### config.mk
export PLATFORM = sky130hd
export DESIGN_NAME = instruction_dispatcher
export DESIGN_NICKNAME = d
export VERILOG_FILES = /design/src/rtl/instruction_dispatcher.sv
export SDC_FILE = /design/constraint.sdc
export NUM_CORES = 1
export LEC_CHECK = 0
export CORE_AREA = 2 2 419 421
export CTS_BUF_LIST = sky130_fd_sc_hd__clkbuf_4
export CTS_CLUSTER_DIAMETER = 80
export DETAILED_ROUTE_END_ITERATION = 6
export DIE_AREA = 0 0 421 423
export GPL_TIMING_DRIVEN = 0
export PLACE_DENSITY = 0.43
export SLEW_MARGIN = 20
export SYNTH_ARGS = -nofsm -noshare
export SYNTH_HDL_FRONTEND = slang
export SYNTH_SLANG_ARGS = --single-unit
export TNS_END_PERCENT = 20
### constraint.sdc
create_clock -name clk -period 17.2 [get_ports clk]
set_clock_uncertainty 0.1 [all_clocks]
set_input_delay 2.58 -clock clk [delete_from_list [all_inputs] [get_ports clk]]
set_output_delay 2.58 -clock clk [all_outputs]
set_load 0.005 [all_outputs]
### src/rtl/instruction_dispatcher.sv
// In-order instruction dispatcher: fetches one word at a time and issues it
// to the load, compute or store unit, tracking per-unit busy state.
module instruction_dispatcher #(
  parameter int width = 512,
  parameter int OPW   = 4
) (
  input  logic                   clk,
  input  logic                   reset,
  input  logic                   start,
  output logic                   instruction_ready,
  input  logic                   instruction_valid,
  input  logic [width-1:0]       instruction,
  output logic                   ld_valid,
  input  logic                   ld_ready,
  output logic                   cp_valid,
  input  logic                   cp_ready,
  output logic                   st_valid,
  input  logic                   st_ready,
  output logic [width-OPW-1:0]   payload,
  input  logic                   ld_done,
  input  logic                   cp_done,
  input  logic                   st_done,
  output logic                   accelerator_busy,
  output logic [31:0]            retired,
  output logic                   err
);

  typedef enum logic [2:0] {IDLE, FETCH, DECODE, ISSUE, SYNC} state_t;

  localparam logic [OPW-1:0] OP_NOP     = OPW'(0);
  localparam logic [OPW-1:0] OP_LOAD    = OPW'(1);
  localparam logic [OPW-1:0] OP_COMPUTE = OPW'(2);
  localparam logic [OPW-1:0] OP_STORE   = OPW'(3);
  localparam logic [OPW-1:0] OP_SYNC    = OPW'(4);
  localparam logic [OPW-1:0] OP_END     = OPW'(5);

  state_t           state_reg, state_next;
  logic [width-1:0] instr_reg;
  logic             instr_load;
  logic [2:0]       busy_reg, busy_next;
  logic [31:0]      retired_reg, retired_next;
  logic             err_reg, err_next;
  logic [OPW-1:0]   opcode;
  logic [2:0]       unit_sel, unit_valid, unit_ready, unit_done, handshake;

  assign opcode     = instr_reg[width-1 -: OPW];
  assign unit_ready = {st_ready, cp_ready, ld_ready};
  assign unit_done  = {st_done, cp_done, ld_done};

  // Unit index: bit 0 load, bit 1 compute, bit 2 store.
  always_comb begin
    unit_sel = 3'b000;
    case (opcode)
      OP_LOAD:    unit_sel = 3'b001;
      OP_COMPUTE: unit_sel = 3'b010;
      OP_STORE:   unit_sel = 3'b100;
      default:    unit_sel = 3'b000;
    endcase
  end

  // Valid depends only on registered state and busy, so it cannot drop
  // before the handshake (busy only sets on our own handshake).
  genvar gi;
  generate
    for (gi = 0; gi < 3; gi++) begin : g_unit
      assign unit_valid[gi] = (state_reg == ISSUE) && unit_sel[gi] && !busy_reg[gi];
      assign handshake[gi]  = unit_valid[gi] && unit_ready[gi];
      assign busy_next[gi]  = handshake[gi] | (busy_reg[gi] & ~unit_done[gi]);
    end
  endgenerate

  always_comb begin
    state_next   = state_reg;
    retired_next = retired_reg;
    err_next     = err_reg;
    instr_load   = 1'b0;
    case (state_reg)
      IDLE: begin
        if (start) begin
          state_next   = FETCH;
          retired_next = 32'd0;
        end
      end
      FETCH: begin
        if (instruction_valid) begin
          instr_load = 1'b1;
          state_next = DECODE;
        end
      end
      DECODE: begin
        case (opcode)
          OP_NOP: begin
            retired_next = retired_reg + 32'd1;
            state_next   = FETCH;
          end
          OP_LOAD, OP_COMPUTE, OP_STORE: state_next = ISSUE;
          OP_SYNC: state_next = SYNC;
          OP_END: begin
            retired_next = retired_reg + 32'd1;
            state_next   = IDLE;
          end
          default: begin
            err_next   = 1'b1;
            state_next = FETCH;
          end
        endcase
      end
      ISSUE: begin
        if (|handshake) begin
          retired_next = retired_reg + 32'd1;
          state_next   = FETCH;
        end
      end
      SYNC: begin
        if (busy_reg == 3'b000) begin
          retired_next = retired_reg + 32'd1;
          state_next   = FETCH;
        end
      end
      default: state_next = IDLE;
    endcase
  end

  always_ff @(posedge clk or posedge reset) begin
    if (reset) begin
      state_reg   <= IDLE;
      instr_reg   <= '0;
      busy_reg    <= 3'b000;
      retired_reg <= 32'd0;
      err_reg     <= 1'b0;
    end else begin
      state_reg   <= state_next;
      busy_reg    <= busy_next;
      retired_reg <= retired_next;
      err_reg     <= err_next;
      if (instr_load) instr_reg <= instruction;
    end
  end

  assign instruction_ready = (state_reg == FETCH);
  assign ld_valid          = unit_valid[0];
  assign cp_valid          = unit_valid[1];
  assign st_valid          = unit_valid[2];
  assign payload           = instr_reg[width-OPW-1:0];
  assign accelerator_busy  = busy_reg[0] | busy_reg[2] | unit_valid[0] | unit_valid[2];
  assign retired           = retired_reg;
  assign err               = err_reg;

endmodule

Word-level counts from Yosys, hierarchy flattened
Index checks and enable logic that the tools add are counted.

storage, ports and cells
  input port bits = 522
  register bits = 551
  logic and storage cells = 70
  output and inout port bits = 546

operators by class
  bitwise gates (word level) = 13
  add/subtract/negate cells = 1
  reduce and logical (&&, ||, !) cells = 23
  equal/unequal tests = 14
  muxes and demuxes = 14

operators by type and width
  kind                     number
  $mux W32                 4
  $pmux W32 S4             1
  $add A32 B1 Y32 const B  1
  $pmux W3 S3              2
  $pmux W3 S5              1
  $mux W3                  4
  $logic_and A1 B1 Y1      9
  $eq A4 B2 Y1 const B     2
  $eq A4 B3 Y1 const B     2
  $eq A3 B2 Y1 const B     2
  $logic_not A3 Y1         2
  $ne A2 B2 Y1 const B     3
  $or A1 B1 Y1             6
  $reduce_or A3 Y1         2
  $reduce_or A6 Y1         1
  $reduce_and A5 Y1        1
  $eq A4 B1 Y1 const B     1
  $logic_not A4 Y1         1
  $ne A2 B1 Y1 const B     2
  $not A1 Y1               4
  $reduce_and A4 Y1        1
  $reduce_bool A4 Y1       1
  $and A1 B1 Y1            3
  $eq A3 B1 Y1 const B     1
  5 further kinds          8

Depth between registers and ports, before layout
  depth in word-level cells = 8
  mapped depth = 8
  depth with buffers taken out = 6

Least setup slack after synthesis
Ideal clock, no wire load.

  kind = in2reg
  start point = input cp_ready
  end point = register retired_reg[4], in the netlist retired[4]
  buffers on the path = 1
  arrival = 3973 ps
  library setup time = 95 ps
  data required time = 17005 ps
  slack = 13031 ps
  stages = 6
  cell sequence = or3b_4 -> a21oi_4 -> o21ai_2 -> or3_4 -> buf_6 -> o31ai_1

on the way
  cells in the longest elaborated chain, start to end = 4

ends and longest elaborated chain
  item                         RTL line  RTL
  from (decl)                  16        input logic cp_ready,
  $logic_and A1 B1 Y1          67        assign handshake[gi] = unit_valid[gi] && unit_ready[gi];
  $reduce_or A3 Y1             109       if (|handshake) begin
  $ne A2 B1 Y1 (no line)       -
  $reduce_and A5 Y1 (no line)  -
  to (signal assigned)         134       retired_reg <= retired_next;
  to (decl)                    41        logic [31:0] retired_reg, retired_next;

No other way between the ends.
A chain may end at the register's enable or synchronous reset.

Worst setup path after layout
  start point = register state_reg[2]
  end point = output accelerator_busy

on the way
  cells in the longest elaborated chain, start to end = 5
  elaborated cells on any way between the ends = 7
  classes of those cells = eq/ne: 1; bitwise: 2; reduce/logical: 4

ends and longest elaborated chain
  item                               RTL line  RTL
  from (decl)                        37        state_t state_reg, state_next;
  from (signal assigned)             132       state_reg <= state_next;
  $eq A3 B2 Y1 *                     66        assign unit_valid[gi] = (state_reg == ISSUE) && unit_sel[gi] && !busy_reg[gi];
  $logic_and A1 B1 Y1 (2 in series)  66
  $or A1 B1 Y1                       145       assign accelerator_busy = busy_reg[0] | busy_reg[2] | unit_valid[0] | unit_valid[2];
  $or A1 B1 Y1 *                     145
  to (decl)                          23        output logic accelerator_busy,

Mark *: on every way between the ends. The rest lies on a longest branch, timed or not.

==> results by group <==
Floorplan
  • Num rows: 153
  • Die area: 178,000 µm²
  • Initial Utilization: 0.146
  • Die Width: 421 µm
  • Core area: 173,000 µm²
  • Chip Height: 423 µm
  • I/O Pins: 1,068

Clocking
  • Clk slew on worst S/H paths: 0.06 ns
  • CTS Hold Bufs: 0
  • Clock sink total: 551
  • H-Tree Depth: 4
  • CTS Buffer Depth: 3
  • Root Buffer: clkbuf_4
  • Later-pin clock latency in the skew report: 1.21 ns
  • Post-CTS setup buffer count: 0
  • Post-CTS sizing: 0
  • CTS Buf Count: 177
  • CTS tree: built

Routing
  • Routed vias/inst: 3.53
  • # DRC: 0
  • Initial detailed-routing violation count: 1,226
  • Vias: 23,500
  • Final wirelength: 131,000 µm
  • ANT nets after route: 0
  • Wirelength per Cell: 19.6 µm
  • TritonRoute pass-1 iters: 5

Synthesis
  • Most frequent cell after synthesis: nand2_1
  • Cell variety after synth: 54
  • Ranking of synthesized cells by area: dfrtp_1 (54%), nand2_1 (23%), buf_4 (15%)
  • Synth top cells by count: nand2_1 (1,555), dfrtp_1 (551), buf_4 (510), clkbuf_1 (73), buf_2 (51)
  • Ys flop type: dfrtp_1
  • Mapped cell area: 25,300 µm²
  • YS warnings: 0
  • Post-synth top area share: 0.545
  • Register area share after synthesis: 0.545
  • Mean Syn Cell Area: 8.62 µm²
  • FF+latch count, synth: 551
  • Post-synth EDFFs: 0
  • Syn Nets: 3,459
  • Yosys top cell by area: dfrtp_1
  • Mapped Cells: 2,936
  • Share of flip-flops with an asynchronous set or reset: 1.00

Worst setup path
  • CP arrival: 3.46 ns
  • Crit end category: output pin
  • Crit-path max cell delay: 0.63 ns
  • CP Cell Sequence: buf_4, nor2b_1, nand3_1, nor3_1, or4_1, clkdlybuf4s50_1
  • Worst setup SP type: flop
  • Buffers & Inverters on Critical Path: 2
  • CP max-delay cell: clkdlybuf4s50_1
  • Critical Path RT: 14.52 ns
  • CP max FO: 8
  • Family with the most delay on the worst path: simple AND/OR/NAND/NOR gates
  • Worst R2R Setup Slack: 13.80 ns
  • CP Class: reg2out

Global route
  • Pin count of the biggest net entering global routing: 30
  • Total grt overflow: 0
  • Antenna violations before repair: 23
  • First-pass GRT wire length: 182,000 µm
  • Gr usage total: 0.144
  • Vias in the first global route: 23,900

Power and ir drop
  • VDD IR max: 0.0000656 V
  • LEAKAGE: 20.1 nW
  • Sw frac: 0.363
  • Clock share of power: 0.186
  • Flop pwr share: 0.309
  • Net Sw Power: 2.63 mW
  • Internal power: 4.60 mW
  • Power per cell area: 174 nW/µm²
  • Combinational share of power: 0.505

STA
  • Setup TNS: 0 ns
  • Slew margin rel.: 0.363
  • Final Max Tran Viols: 0
  • Final setup fails: 0
  • Worst-Margin Slew: 0.956 ns
  • Final period utilization: 0.357
  • Fin. Hold Viols: 0
  • Fin crit period: 6.14 ns
  • RSZ-0062 raised after global routing: no
  • FMAX: 163 MHz
  • Hold Slack: 0.372 ns
  • Final WS setup: 11.06 ns

Placement
  • Number of port buffers: 1,067
  • Gp weighted congestion: 0.886
  • Detailed Place HPWL: 107,000 µm
  • Dpl ws: 11.10 ns
  • Cells after DPL: 6,352

Final layout
  • Final core occ: 0.240
  • Filler cell count in the final layout: 19,100
  • Post-Layout Cell Count: 6,659
  • Final #Nets: 4,729
  • Share of layout cells above drive strength 1: 0.202
  • Max reg flops: 512
  • Syn-to-layout area delta: 64.1%

Job
  • Max-cap viol count: 0

Hold path
  • Hold WC Path Type: reg2reg

Status
  • Status: finished, final reports clean
## per-stage QoR
step	total power, mW	cell area (µm²)
floorplan	3.86	25300
global placement	5.94	38900
detailed placement	5.95	39400
CTS	7.38	41500
global route	7.77	41500
finish	7.23	41500
## worst register-to-register path: cells and delay by family, from the launching register on
kind                   cells  cell delay (ns)
buffers and inverters      2             1.55
and+or+nand+nor            2             0.82
DFF                        1             0.45
AOI/OAI and AO/OA          1             0.26
## area by class of cell
| type | count | area [µm²] | share of cell area |
|---|---|---|---|
| Antenna cell | 16 | 40.0 | 0.000964 |
| Timing Repair Buffer | 1091 | 11200 | 0.269 |
| Buffer | 640 | 4420 | 0.106 |
| Clock inverter | 41 | 218 | 0.00524 |
| Inverter | 7 | 30.0 | 0.000723 |
| Sequential cell | 551 | 13800 | 0.332 |
| Multi-Input combinational cell | 1738 | 7090 | 0.171 |
| Tap cell | 2325 | 2910 | 0.0700 |
| Clock buffer | 250 | 1880 | 0.0452 |
## power groups by stage
stage | combinational, mW | sequential (mW) | clock (mW)
after detailed placement | 3.70 | 2.25 | 0
after global routing | 3.96 | 2.31 | 1.50
after floorplan | 1.72 | 2.13 | 0
after global placement | 3.69 | 2.25 | 0
final | 3.65 | 2.24 | 1.34
after CTS | 3.72 | 2.24 | 1.42
## cell families (layout without fill, tap and decap cells)
| logic type | after synthesis | count (layout) | share of synthesized area |
|---|---|---|---|
| flops | 551 | 551 | 0.545 |
| simple gates | 1640 | 1640 | 0.252 |
| fa+ha+maj | 1 | 1 | 0.000494 |
| xor+xnor | 1 | 1 | 0.000346 |
| compound gates | 94 | 94 | 0.0259 |
| buf+inv | 647 | 2029 | 0.176 |
| mux | 2 | 2 | 0.000791 |
| other cells | 0 | 16 | 0 |
## cell usage in the layout (no fill, tap or decap), drive strengths merged, types with 9 or more instances in the layout
| cell | count |
|---|---|
| o31ai | 46 |
| diode | 16 |
| nor2 | 12 |
| buf | 591 |
| a21oi | 20 |
| clkbuf | 323 |
| nand3 | 12 |
| clkinv | 30 |
| o21ai | 9 |
| nand2 | 1555 |
| dfrtp | 551 |
| nand4 | 12 |
| clkdlybuf4s50 | 1067 |
| inv | 13 |
## routing by layer
layer | vias up | GRT usage | wire length, µm
met5 | - | 0 | 24
met4 | 4 | 0.0421 | 2760
met3 | 182 | 0.0543 | 11000
met2 | 775 | 0.239 | 63500
met1 | 11400 | 0.171 | 53500
li1 | 11200 | - | -
## final timing paths
path | startpoint | cells after the start | to
setup / recovery | state_reg[2] | 6 | accelerator_busy
hold / removal | instr_reg[134] | 2 | instr_reg[134]
max in group asynchronous | reset | 8 | instr_reg[90]
min in group asynchronous | reset | 2 | instr_reg[194]
setup reg to reg | state_reg[0] | 5 | state_reg[1]
hold reg to reg | instr_reg[134] | 2 | instr_reg[134]
(Power assumes the default switching activity.)
